--- src/rtl/dbp_buffer_ctrl.sv ---
// Decoder-side DBP block buffer sequencer: expands zero runs and frames each block as
// one base word followed by DATA_W+1 DBPs, counting blocks per job.
module dbp_buffer_ctrl #(
    parameter int unsigned DATA_W     = 8,
    parameter int unsigned BLOCK_SIZE = 8,
    parameter int unsigned ZRUN_W     = 4,
    parameter int unsigned BLK_CNT_W  = 16
) (
    input  logic                 clk_i,
    input  logic                 rst_i,
    input  logic                 start_i,
    input  logic [BLK_CNT_W-1:0] num_blocks_i,
    input  logic                 clr_i,
    input  logic [1:0]           sym_type_i,
    input  logic [DATA_W-1:0]    sym_data_i,
    input  logic                 sym_vld_i,
    output logic                 sym_rdy_o,
    output logic [DATA_W-1:0]    buf_data_o,
    output logic                 buf_push_o,
    output logic                 buf_vld_o,
    input  logic                 buf_rdy_i,
    output logic                 buf_clr_o,
    output logic                 busy_o,
    output logic                 done_o,
    output logic                 err_o
);

    localparam int unsigned CW = $clog2(DATA_W + 2);
    localparam logic [1:0] SymBase = 2'b00;
    localparam logic [1:0] SymDbp  = 2'b01;
    localparam logic [1:0] SymZrun = 2'b10;
    // DBP field is left-aligned; bits below it are not part of the plane.
    localparam logic [DATA_W-1:0] DbpMask = {DATA_W{1'b1}} << (DATA_W - BLOCK_SIZE + 1);

    typedef enum logic [1:0] {StIdle, StBase, StDbp, StZrun} state_e;

    state_e               state_q;
    logic [CW-1:0]        dbp_cnt_q;
    logic [ZRUN_W-1:0]    zrem_q;
    logic [BLK_CNT_W-1:0] blk_cnt_q;
    logic                 busy_q, done_q, err_q;

    logic                 accept;
    logic                 blk_end;
    logic [CW-1:0]        rem_after;
    logic [ZRUN_W-1:0]    zlen;

    always_comb begin
        sym_rdy_o  = 1'b0;
        buf_push_o = 1'b0;
        buf_data_o = '0;
        case (state_q)
            StBase, StDbp: sym_rdy_o = buf_rdy_i & ~clr_i;
            default:       sym_rdy_o = 1'b0;
        endcase
        accept = sym_vld_i & sym_rdy_o;
        case (state_q)
            StBase: begin
                if (accept && sym_type_i == SymBase) begin
                    buf_push_o = 1'b1;
                    buf_data_o = sym_data_i;
                end
            end
            StDbp: begin
                if (accept && sym_type_i == SymDbp) begin
                    buf_push_o = 1'b1;
                    buf_data_o = sym_data_i & DbpMask;
                end else if (accept && sym_type_i == SymZrun) begin
                    buf_push_o = 1'b1;
                end
            end
            StZrun:  buf_push_o = buf_rdy_i & ~clr_i;
            default: buf_push_o = 1'b0;
        endcase
        blk_end   = buf_push_o && (state_q != StBase) && (dbp_cnt_q == CW'(DATA_W));
        buf_vld_o = blk_end;
        buf_clr_o = clr_i;
        // DBP slots still free after the current push
        rem_after = CW'(DATA_W) - dbp_cnt_q;
        zlen      = sym_data_i[ZRUN_W-1:0];
    end

    always_ff @(posedge clk_i) begin
        if (rst_i || clr_i) begin
            state_q   <= StIdle;
            dbp_cnt_q <= '0;
            zrem_q    <= '0;
            blk_cnt_q <= '0;
            busy_q    <= 1'b0;
            done_q    <= 1'b0;
            err_q     <= 1'b0;
        end else begin
            done_q <= 1'b0;
            case (state_q)
                StIdle: begin
                    if (start_i) begin
                        if (num_blocks_i == '0) begin
                            done_q <= 1'b1;
                        end else begin
                            state_q   <= StBase;
                            blk_cnt_q <= num_blocks_i;
                            busy_q    <= 1'b1;
                        end
                    end
                end
                StBase: begin
                    if (accept) begin
                        if (sym_type_i == SymBase) begin
                            dbp_cnt_q <= '0;
                            state_q   <= StDbp;
                        end else begin
                            err_q <= 1'b1;
                        end
                    end
                end
                StDbp: begin
                    if (accept) begin
                        if (sym_type_i == SymDbp) begin
                            dbp_cnt_q <= dbp_cnt_q + CW'(1);
                        end else if (sym_type_i == SymZrun) begin
                            dbp_cnt_q <= dbp_cnt_q + CW'(1);
                            if (zlen != '0) begin
                                if (blk_end) begin
                                    err_q <= 1'b1;
                                end else if (32'(zlen) > 32'(rem_after)) begin
                                    err_q   <= 1'b1;
                                    zrem_q  <= ZRUN_W'(rem_after);
                                    state_q <= StZrun;
                                end else begin
                                    zrem_q  <= zlen;
                                    state_q <= StZrun;
                                end
                            end
                        end else begin
                            err_q <= 1'b1;
                        end
                    end
                end
                StZrun: begin
                    if (buf_push_o) begin
                        dbp_cnt_q <= dbp_cnt_q + CW'(1);
                        zrem_q    <= zrem_q - ZRUN_W'(1);
                        if (zrem_q == ZRUN_W'(1)) state_q <= StDbp;
                    end
                end
                default: state_q <= StIdle;
            endcase
            // Block completion overrides whatever the per-state logic chose.
            if (blk_end) begin
                blk_cnt_q <= blk_cnt_q - BLK_CNT_W'(1);
                if (blk_cnt_q == BLK_CNT_W'(1)) begin
                    state_q <= StIdle;
                    busy_q  <= 1'b0;
                    done_q  <= 1'b1;
                end else begin
                    state_q <= StBase;
                end
            end
        end
    end

    assign busy_o = busy_q;
    assign done_o = done_q;
    assign err_o  = err_q;

endmodule

--- config.mk ---
export PLATFORM = sky130hd
export DESIGN_NAME = dbp_buffer_ctrl
export DESIGN_NICKNAME = d
export VERILOG_FILES = /design/src/rtl/dbp_buffer_ctrl.sv
export SDC_FILE = /design/constraint.sdc
export NUM_CORES = 1
export LEC_CHECK = 0
export ABC_AREA = 1
export BUFFER_PORTS_ARGS = -buffer_cell sky130_fd_sc_hd__buf_2
export CAP_MARGIN = 30
export CORE_MARGIN = 2
export CORE_UTILIZATION = 35
export CTS_CLUSTER_DIAMETER = 120
export CTS_CLUSTER_SIZE = 14
export DETAILED_ROUTE_END_ITERATION = 12
export PLACE_DENSITY_LB_ADDON = 0.12
export SKIP_LAST_GASP = 1
export SLEW_MARGIN = 30
export SYNTH_ARGS = -nofsm -noshare
export SYNTH_HDL_FRONTEND = slang
export SYNTH_SLANG_ARGS = --single-unit
--- constraint.sdc ---
create_clock -name clk_i -period 4.9 [get_ports clk_i]
set_input_delay 0.98 -clock clk_i [delete_from_list [all_inputs] [get_ports clk_i]]
set_output_delay 0.98 -clock clk_i [all_outputs]
set_load 0.005 [all_outputs]
==> impl_metrics.yaml, run 1 <==
floorplanning:
  initial_utilization_pct: 36.5
  die_w_um: 88.4
  rows: 30
  design.core.area_um2: 6830
  die_y_um: 88.4
  dieArea_um2: 7810
  io_pins: 47
yosys:
  synth.avg_cell_area_um2: 6.12
  synth_xor_area_share_pct: 3.52
  synth.largest_area_cell: "dfxtp_1"
  ys_seq_area_share_pct: 23.3
  yosysMostFrequentCell: "nand2_1"
  synth_top_area_share_pct: 23.3
  syn_nets: 456
  synth_commonest_cells: "107 x nand2_1, 67 x nor2_1, 54 x inv_1"
  yosys.area_share.simple_pct: 40.4
  synthCells: 407
  synthArstFlopShare_pct: 0
  synthMuxAreaShare_pct: 0.402
  syn-cell-area_um2: 2490
  ys_seq_elements: 29
  synth.area.top_cells: "dfxtp_1 23%, nand2_1 16%, nor2_1 10%"
  yosys.area_share.adder_pct: 8.54
  synthFlopType: "dfxtp_1"
  synth_compound_area_share_pct: 12.2
  ys_types: 38
  synth_warnings: 0
  synth_edf_count: 0
  synth_top_family_by_area: "simple AND/OR/NAND/NOR gates"
clock_tree:
  cts_tree: "done"
  cts_resized: 0
  cts_made_buffers: 5
  cts_max_level: 2
  cts_setup_buffers: 0
  clockBufferDepth: 2
  clock-sinks: 29
  root_buffer: "clkbuf_8"
  clkTransAtPathRegs_ns: 0.06
  cts_hold_buf: 0
  insertion_delay_ns: 0.29
pwr:
  p_leak_nw: 1.46
  p_seq_share_pct: 37.3
  power_density_nw_per_um2: 240
  pwr-share-clk_pct: 28.5
  vdd_ir_drop_max_mv: 0.144
  pwr-share-comb_pct: 34.3
  p_int_uw: 427
  p_switching_uw: 260
  p_sw_share_pct: 37.9
worst_setup_path:
  path_class: "in -> out"
  arrival_ns: 2.32
  cp_max_fo: 26
  reg2reg_depth: 14
  critical_path_required_ns: 3.92
  cp-start-kind: "input port"
  end_kind: "output pin"
finish:
  n_antenna_cell: 0
  synthToLayoutAreaGrowth_pct: 15.1
  nets: 502
  layout-drive-gt1-share_pct: 16.7
  finalInstanceArea_um2: 2870
min_path:
  hp-class: "reg -> reg"
  min_path_cells: 2
global_routing:
  grt_pass1_wl_um: 11300
  grt_max_degree: 27
  grt_pass1_vias: 2460
  antenna_found_initial: 0
  grt_use_total_pct: 18.6
  grt-ovfl-total: 0
drt:
  viasPerCell: 4.67
  ant_nets: 0
  via_count: 2570
  wl_per_cell_um: 12.3
  postRouteWirelength_um: 6750
  drc: 0
  drtPass1Iterations: 4
  drt_iter0_drc: 67
timing:
  tightest_slew_ns: 0.545
  slew_viol_final: 0
  relSlewSlack_pct: 63.4
  layout_setup_ws_ns: 1.60
  fin_crit_sh_pct: 67.3
  final.setup.tns_ns: 0
  finalHoldViolCount: 0
  clock_skew_ns: 0.00728
  layout_min_cycle_time_ns: 3.30
  fmax_ghz: 0.303
  rsz0062_at_grt: "false"
  setup_viol: 0
placement:
  dpl-instance-area_um2: 2780
  gp_congestion: 0.918
  io_buffers: 46
  place_ws_ns: 1.60
  dp_hpwl_um: 5410
run:
  cap_violations: 0
status:
  status: "complete, no violations"
-- flip-flops by register name, summed over array words and instances, names as in the netlist --
name	count
busy_o	1
zrem_q	4
err_o	1
done_o	1
state_q	2
dbp_cnt_q	4
blk_cnt_q	16
-- layout by cell type (no fill, tap or decap), types with 2 or more instances in the layout --
cell type  synthesis  layout
dfxtp_1           29      29
nand3_2            3       3
clkbuf_8           1       5
a31oi_1            2       2
nor2_2             5       5
inv_2              5       5
nand2_1          107     107
o21a_1             2       2
nor2_1            67      67
inv_1             54      54
nand3_1           16      16
o21ai_0           14      14
a21oi_1           25      25
buf_2              2      46
nand2_4            2       2
o21bai_1           2       2
ha_1              17      17
clkinv_2           0       2
nand2_2            3       3
nand4_1           10      10
nor3_1             5       5
xor2_1             9       9
o21ai_1            9       9
-- critical path: stages --
cell and delay, ns:
buf_2 0.11, inv_1 0.07, ha_1 0.20, o21ai_1 0.09
nand2_1 0.09, nand2_2 0.06, nand2_4 0.08, nand3_4 0.25
inv_2 0.23, buf_2 0.14
-- logic make-up (layout without fill, tap and decap cells) --
kind of cell               Yosys count  count (layout)
and+or+nand+nor                    225             225
buffers and inverters               68             115
AOI/OAI and AO/OA                   57              57
DFF                                 29              29
adders and majority gates           17              17
xor gates and xnor gates            10              10
muxes                                1               1
-- final timing paths --
check,start,end,slack [ns]
worst max register to register,dbp_cnt_q[0],zrem_q[0],2.52
worst min register to register,err_o,err_o,0.45
worst max-delay path,sym_type_i[0],buf_vld_o,1.60
worst min-delay path,err_o,err_o,0.45
-- layer usage --
metal | GRT usage, % | vias up | share of wire (%)
met4 | 5.79 | 0 | 1.3
li1 | - | 1375 | -
met1 | 23.1 | 1147 | 48
met5 | 0 | - | 0
met2 | 33.1 | 41 | 47
met3 | 2.71 | 7 | 3.1
-- per-stage QoR --
| step | power, mW | cells | util (%) | hold WS [ns] |
|---|---|---|---|---|
| after global placement | 0.496 | 542 | 40.8 | 0.437 |
| final | 0.687 | 550 | 42.0 | 0.452 |
| after global routing | 0.741 | 550 | 42.0 | 0.493 |
| after detailed placement | 0.497 | 542 | 40.8 | 0.448 |
| after CTS | 0.696 | 550 | 42.0 | 0.458 |
| after floorplan | 0.434 | 407 | - | 0.444 |
-- final cells by class --
| cell class | instances | area, um2 |
|---|---|---|
| fill | 801 | 3970 |
| multi-input combinational | 310 | 1620 |
| sequential | 29 | 581 |
| timing repair buffer | 47 | 238 |
| inverter | 60 | 225 |
| tap | 96 | 120 |
| clock buffer | 6 | 72.6 |
| clock inverter | 2 | 10.0 |
-- power groups by stage --
| stage | clock, mW | sequential, mW | combinational (mW) |
|---|---|---|---|
| finish | 0.195 | 0.256 | 0.235 |
| floorplan | 0 | 0.259 | 0.175 |
| detailed placement | 0 | 0.261 | 0.236 |
| global route | 0.211 | 0.258 | 0.272 |
| global placement | 0 | 0.261 | 0.235 |
| CTS | 0.202 | 0.256 | 0.237 |
Note: power is estimated with default switching activity, not from simulation.
==> inputs of run 2 (changes only) <==
==> constraint.sdc (replaced) <==
create_clock -name clk_i -period 2.67 [get_ports clk_i]
set_input_delay 0.534 -clock clk_i [delete_from_list [all_inputs] [get_ports clk_i]]
set_output_delay 0.534 -clock clk_i [all_outputs]
set_load 0.005 [all_outputs]
==> run 2 against run 1 <==
  * Die area did not move
  * Via count rose by 2.5%
  * Non-clock buffer count rose by 4
  * Hold slack got worse by 0.0054 ns
  * Clock power rose by 110%
  * Flip-flop and latch count did not move
  * Cell area rose by 1.7%
  * Count of clock-buffer cells in the layout rose by 1
  * Combinational power rose by 85%
  * Sequential share of layout area fell by 0.34 points
  * Sequential power rose by 83%
  * Wire length rose by 1.0%
  * Critical path type is now reg -> out
==> impl_metrics.yaml, run 2 (same netlist as run 1, synthesis figures left out) <==
clock_tree:
  insertion_delay_ns: 0.29
  clock-sinks: 29
  cts_hold_buf: 0
  cts_setup_buffers: 0
  clkTransAtPathRegs_ns: 0.07
  cts_tree: "done"
  cts_max_level: 2
  clockBufferDepth: 2
  cts_resized: 0
  root_buffer: "clkbuf_8"
  cts_made_buffers: 5
timing:
  layout_min_cycle_time_ns: 2.46
  finalHoldViolCount: 0
  final.setup.tns_ns: 0
  tightest_slew_ns: 0.587
  clock_skew_ns: 0.00852
  rsz0062_at_grt: "false"
  setup_viol: 0
  slew_viol_final: 0
  whs_ns: 0.446
  relSlewSlack_pct: 60.7
  layout_setup_ws_ns: 0.206
  fmax_ghz: 0.406
  fin_crit_sh_pct: 92.3
pwr:
  p_leak_nw: 1.49
  power_density_nw_per_um2: 451
  vdd_ir_drop_max_mv: 0.203
  fin_total_pwr_mw: 1.32
status:
  status: "complete, no violations"
global_routing:
  grt_pass1_wl_um: 11600
  grt_max_degree: 19
  grt_pass1_vias: 2556
  grt-ovfl-total: 0
  grt_use_total_pct: 18.9
  antenna_found_initial: 0
floorplanning:
  initial_utilization_pct: 36.5
  rows: 30
  die_y_um: 88.4
  io_pins: 47
  dieArea_um2: 7810
  design.core.area_um2: 6830
  die_w_um: 88.4
worst_setup_path:
  critical_path_required_ns: 2.14
  cp-start-kind: "flip-flop"
  slowest_stage: "dfxtp_1"
  arrival_ns: 1.93
  path_cells: "inv_1 -> ha_1 -> nand3_2 -> nor2_2 -> nand2_2 -> nand2_4 -> nand3_4 -> inv_2 -> buf_2"
  max_stage_delay_ns: 0.36
  cp_max_fo: 13
  end_kind: "output pin"
  path_class: "reg -> out"
placement:
  placedCellCount: 546
  place_ws_ns: 0.425
  dpl-instance-area_um2: 2810
  dp_hpwl_um: 5530
  gp_congestion: 0.900
  io_buffers: 46
finish:
  utilization_pct: 42.7
  nets: 506
  reg_top3: "blk_cnt_q x16, dbp_cnt_q x4, zrem_q x4"
  finalInstanceArea_um2: 2920
  fin_cells: 554
  largest_reg_flops: 16
  final_common_cell: "nand2_1"
  largest_register: "blk_cnt_q"
  layout-drive-gt1-share_pct: 17.7
  final_cell_mix: "107 x nand2_1, 67 x nor2_1, 54 x inv_1"
  n_antenna_cell: 0
  synthToLayoutAreaGrowth_pct: 17.0
drt:
  wl_per_cell_um: 12.3
  postRouteWirelength_um: 6810
  drc: 0
  drt_iter0_drc: 134
  viasPerCell: 4.76
  drtPass1Iterations: 4
  ant_nets: 0
  via_count: 2635
run:
  cap_violations: 0
min_path:
  hp-class: "reg -> reg"
[run 2: cell types whose count changed in the layout (fill, tap and decap cells not counted)]
cell / change
buf_4: +4
clkbuf_1: -1
clkbuf_8: +2
clkinv_2: -1
[run 2: power breakdown]
part | internal (mW) | switching [mW] | leakage [nW]
combinational | 0.153 | 0.282 | 1.20
sequential | 0.453 | 0.0166 | 0.235
clock | 0.233 | 0.179 | 0.0542
[run 2: path summary, 6_finish.rpt]
check          startpoint         to  slack, ns  depth (start not counted)
min reg2reg         err_o      err_o       0.45                          2
min                 err_o      err_o       0.45                          2
max            state_q[1]  buf_vld_o       0.21                          9
max reg2reg  dbp_cnt_q[1]  zrem_q[0]       0.49                         14
[run 2: worst max-delay path: cells and delay by family, from the launching register on]
kind	cells	cell delay [ns]
flops	1	0.36
fa+ha+maj	1	0.30
buf+inv	3	0.41
simple gates	5	0.58
[run 2: area by class of cell]
class	count	area, um2
clock buffers	7	96.3
flip-flops and latches	29	581
well taps	96	120
inverters	60	225
multi-input cells	310	1620
clock inverters	1	5.00
repair buffers	51	268
fillers	761	3920
[run 2: layer usage]
| metal | vias up | global-route usage, % | part of all wire, % |
|---|---|---|---|
| li1 | 1380 | - | - |
| met1 | 1177 | 24.2 | 47 |
| met2 | 66 | 32.5 | 46 |
| met3 | 12 | 3.73 | 4.7 |
| met4 | 0 | 4.82 | 1.8 |
| met5 | - | 0 | 0 |
==> inputs of run 3 (changes only) <==
--- a/config.mk
+++ b/config.mk
@@ -13,7 +13,7 @@
 export CTS_CLUSTER_DIAMETER = 120
 export CTS_CLUSTER_SIZE = 14
 export DETAILED_ROUTE_END_ITERATION = 12
-export PLACE_DENSITY_LB_ADDON = 0.12
+export PLACE_DENSITY_LB_ADDON = 0.1
 export SKIP_LAST_GASP = 1
 export SLEW_MARGIN = 30
 export SYNTH_ARGS = -nofsm -noshare
==> run 3 against run 2 <==
  * Fmax decreased by 0.64%
  * Register-to-register slack improved by 0.09 ns
  * Wire length increased by 1.1%
  * Total power decreased by 3.2%
  * Non-clock buffer count increased by 1
  * Clock skew increased by 0.0031 ns
  * First-iteration DRC count decreased by 20%
  * Combinational power about the same
  * Largest cell class unchanged
  * Highest routed layer unchanged
==> impl_metrics.yaml, run 3 (same netlist as run 1, synthesis figures left out) <==
clock_tree:
  clkTransAtPathRegs_ns: 0.08
  insertion_delay_ns: 0.29
  clockBufferDepth: 2
  cts_hold_buf: 0
  cts_made_buffers: 5
  root_buffer: "clkbuf_8"
  cts_tree: "done"
  cts_max_level: 2
  clock-sinks: 29
finish:
  reg_top3: "blk_cnt_q x16, dbp_cnt_q x4, zrem_q x4"
  largest_register: "blk_cnt_q"
  largest_reg_flops: 16
  final_common_cell: "nand2_1"
  nets: 507
  n_antenna_cell: 0
  layout-drive-gt1-share_pct: 17.9
  nFillCells: 748
  synthToLayoutAreaGrowth_pct: 16.8
  finalInstanceArea_um2: 2910
  final_cell_mix: "107 x nand2_1, 67 x nor2_1, 54 x inv_1"
drt:
  via_count: 2594
  drc: 0
  viasPerCell: 4.67
  postRouteWirelength_um: 6890
  drtPass1Iterations: 6
  ant_nets: 0
  drt_iter0_drc: 107
  wl_per_cell_um: 12.4
floorplanning:
  initial_utilization_pct: 36.5
  die_w_um: 88.4
  rows: 30
  io_pins: 47
  die_y_um: 88.4
  design.core.area_um2: 6830
  dieArea_um2: 7810
pwr:
  fin_total_pwr_mw: 1.27
  p_leak_nw: 1.48
  power_density_nw_per_um2: 438
  vdd_ir_drop_max_mv: 0.148
timing:
  fmax_ghz: 0.403
  finalHoldViolCount: 0
  slew_viol_final: 0
  layout_min_cycle_time_ns: 2.48
  rsz0062_at_grt: "false"
  layout_setup_ws_ns: 0.191
  tightest_slew_ns: 0.574
  final.setup.tns_ns: 0
  clock_skew_ns: 0.0116
  setup_viol: 0
  fin_crit_sh_pct: 92.9
  relSlewSlack_pct: 61.5
worst_setup_path:
  end_kind: "output pin"
  arrival_ns: 1.95
  worstSetupStartpoint: "state_q[0]"
  path_class: "reg -> out"
  worstReg2RegStart: "dbp_cnt_q[1]"
  cp_max_fo: 17
  critical_path_required_ns: 2.14
  cp-start-kind: "flip-flop"
min_path:
  holdCritStartpoint: "err_o"
  hp-class: "reg -> reg"
placement:
  dpl-instance-area_um2: 2820
  place_ws_ns: 0.395
  dp_hpwl_um: 5510
  io_buffers: 46
  gp_congestion: 0.875
global_routing:
  grt_pass1_vias: 2420
  grt_max_degree: 19
  grt_pass1_wl_um: 11200
  grt_use_total_pct: 18.6
  antenna_found_initial: 0
  grt-ovfl-total: 0
status:
  status: "complete, no violations"
run:
  cap_violations: 0
[run 3: changes by cell type in the layout (fill, tap and decap cells not counted), sizes merged]
cell / previous run / this run
clkinv: 2 / 3
buf: 51 / 52
clkbuf: 7 / 5
clkinvlp: 0 / 1
[run 3: critical path, cell delays in order, from the launching register on]
cell and delay [ns]:
dfxtp_1 0.36, inv_1 0.09, ha_1 0.31, nand3_2 0.09, nor2_2 0.15, nand2_2 0.09, nand2_4 0.09, nand3_4 0.19
inv_4 0.16, buf_2 0.13
[run 3: layout make-up]
type | instances | area [um2] | share of cell area (%)
sequential | 29 | 581 | 19.9
clock inverter | 3 | 17.5 | 0.602
timing repair buffer | 52 | 275 | 9.46
clock buffer | 5 | 68.8 | 2.36
multi-input combinational | 310 | 1620 | 55.7
inverter | 60 | 228 | 7.82
tap | 96 | 120 | 4.13
[run 3: metrics by stage]
step	instances	util, %	hold slack, ns
2_1_floorplan	407	-	0.444
3_3_place_gp	547	41.3	0.435
3_5_place_dp	547	41.3	0.440
4_1_cts	555	42.6	0.451
5_1_grt	555	42.6	0.495
6_report	555	42.6	0.452
[run 3: metal layers]
metal,share of wire [%],vias up,GRT usage [%]
met5,0,-,0
met4,1.1,0,4.55
met3,5.3,7,3.08
met2,49,64,34.9
met1,44,1139,22.0
li1,-,1384,-
[run 3: where the power goes]
group / internal (mW) / switching, mW / leakage (nW) / total, mW
registers: 0.452 / 0.0170 / 0.235 / 0.469
clock network: 0.180 / 0.186 / 0.0439 / 0.366
logic: 0.156 / 0.282 / 1.20 / 0.438
total: 0.788 / 0.485 / 1.48 / 1.27
[run 3: worst paths after layout]
check | slack [ns] | cells past startpoint | end
worst max register to register | 0.58 | 16 | zrem_q[3]
worst min-delay path | 0.45 | 2 | err_o
worst max-delay path | 0.19 | 9 | buf_vld_o
worst min register to register | 0.45 | 2 | err_o
[run 3: repair_timing]
action / in CTS / in global routing
setup buffers: 0 / 0
endpoints found under the setup margin: 0 / 1
gates resized for setup: 0 / 1
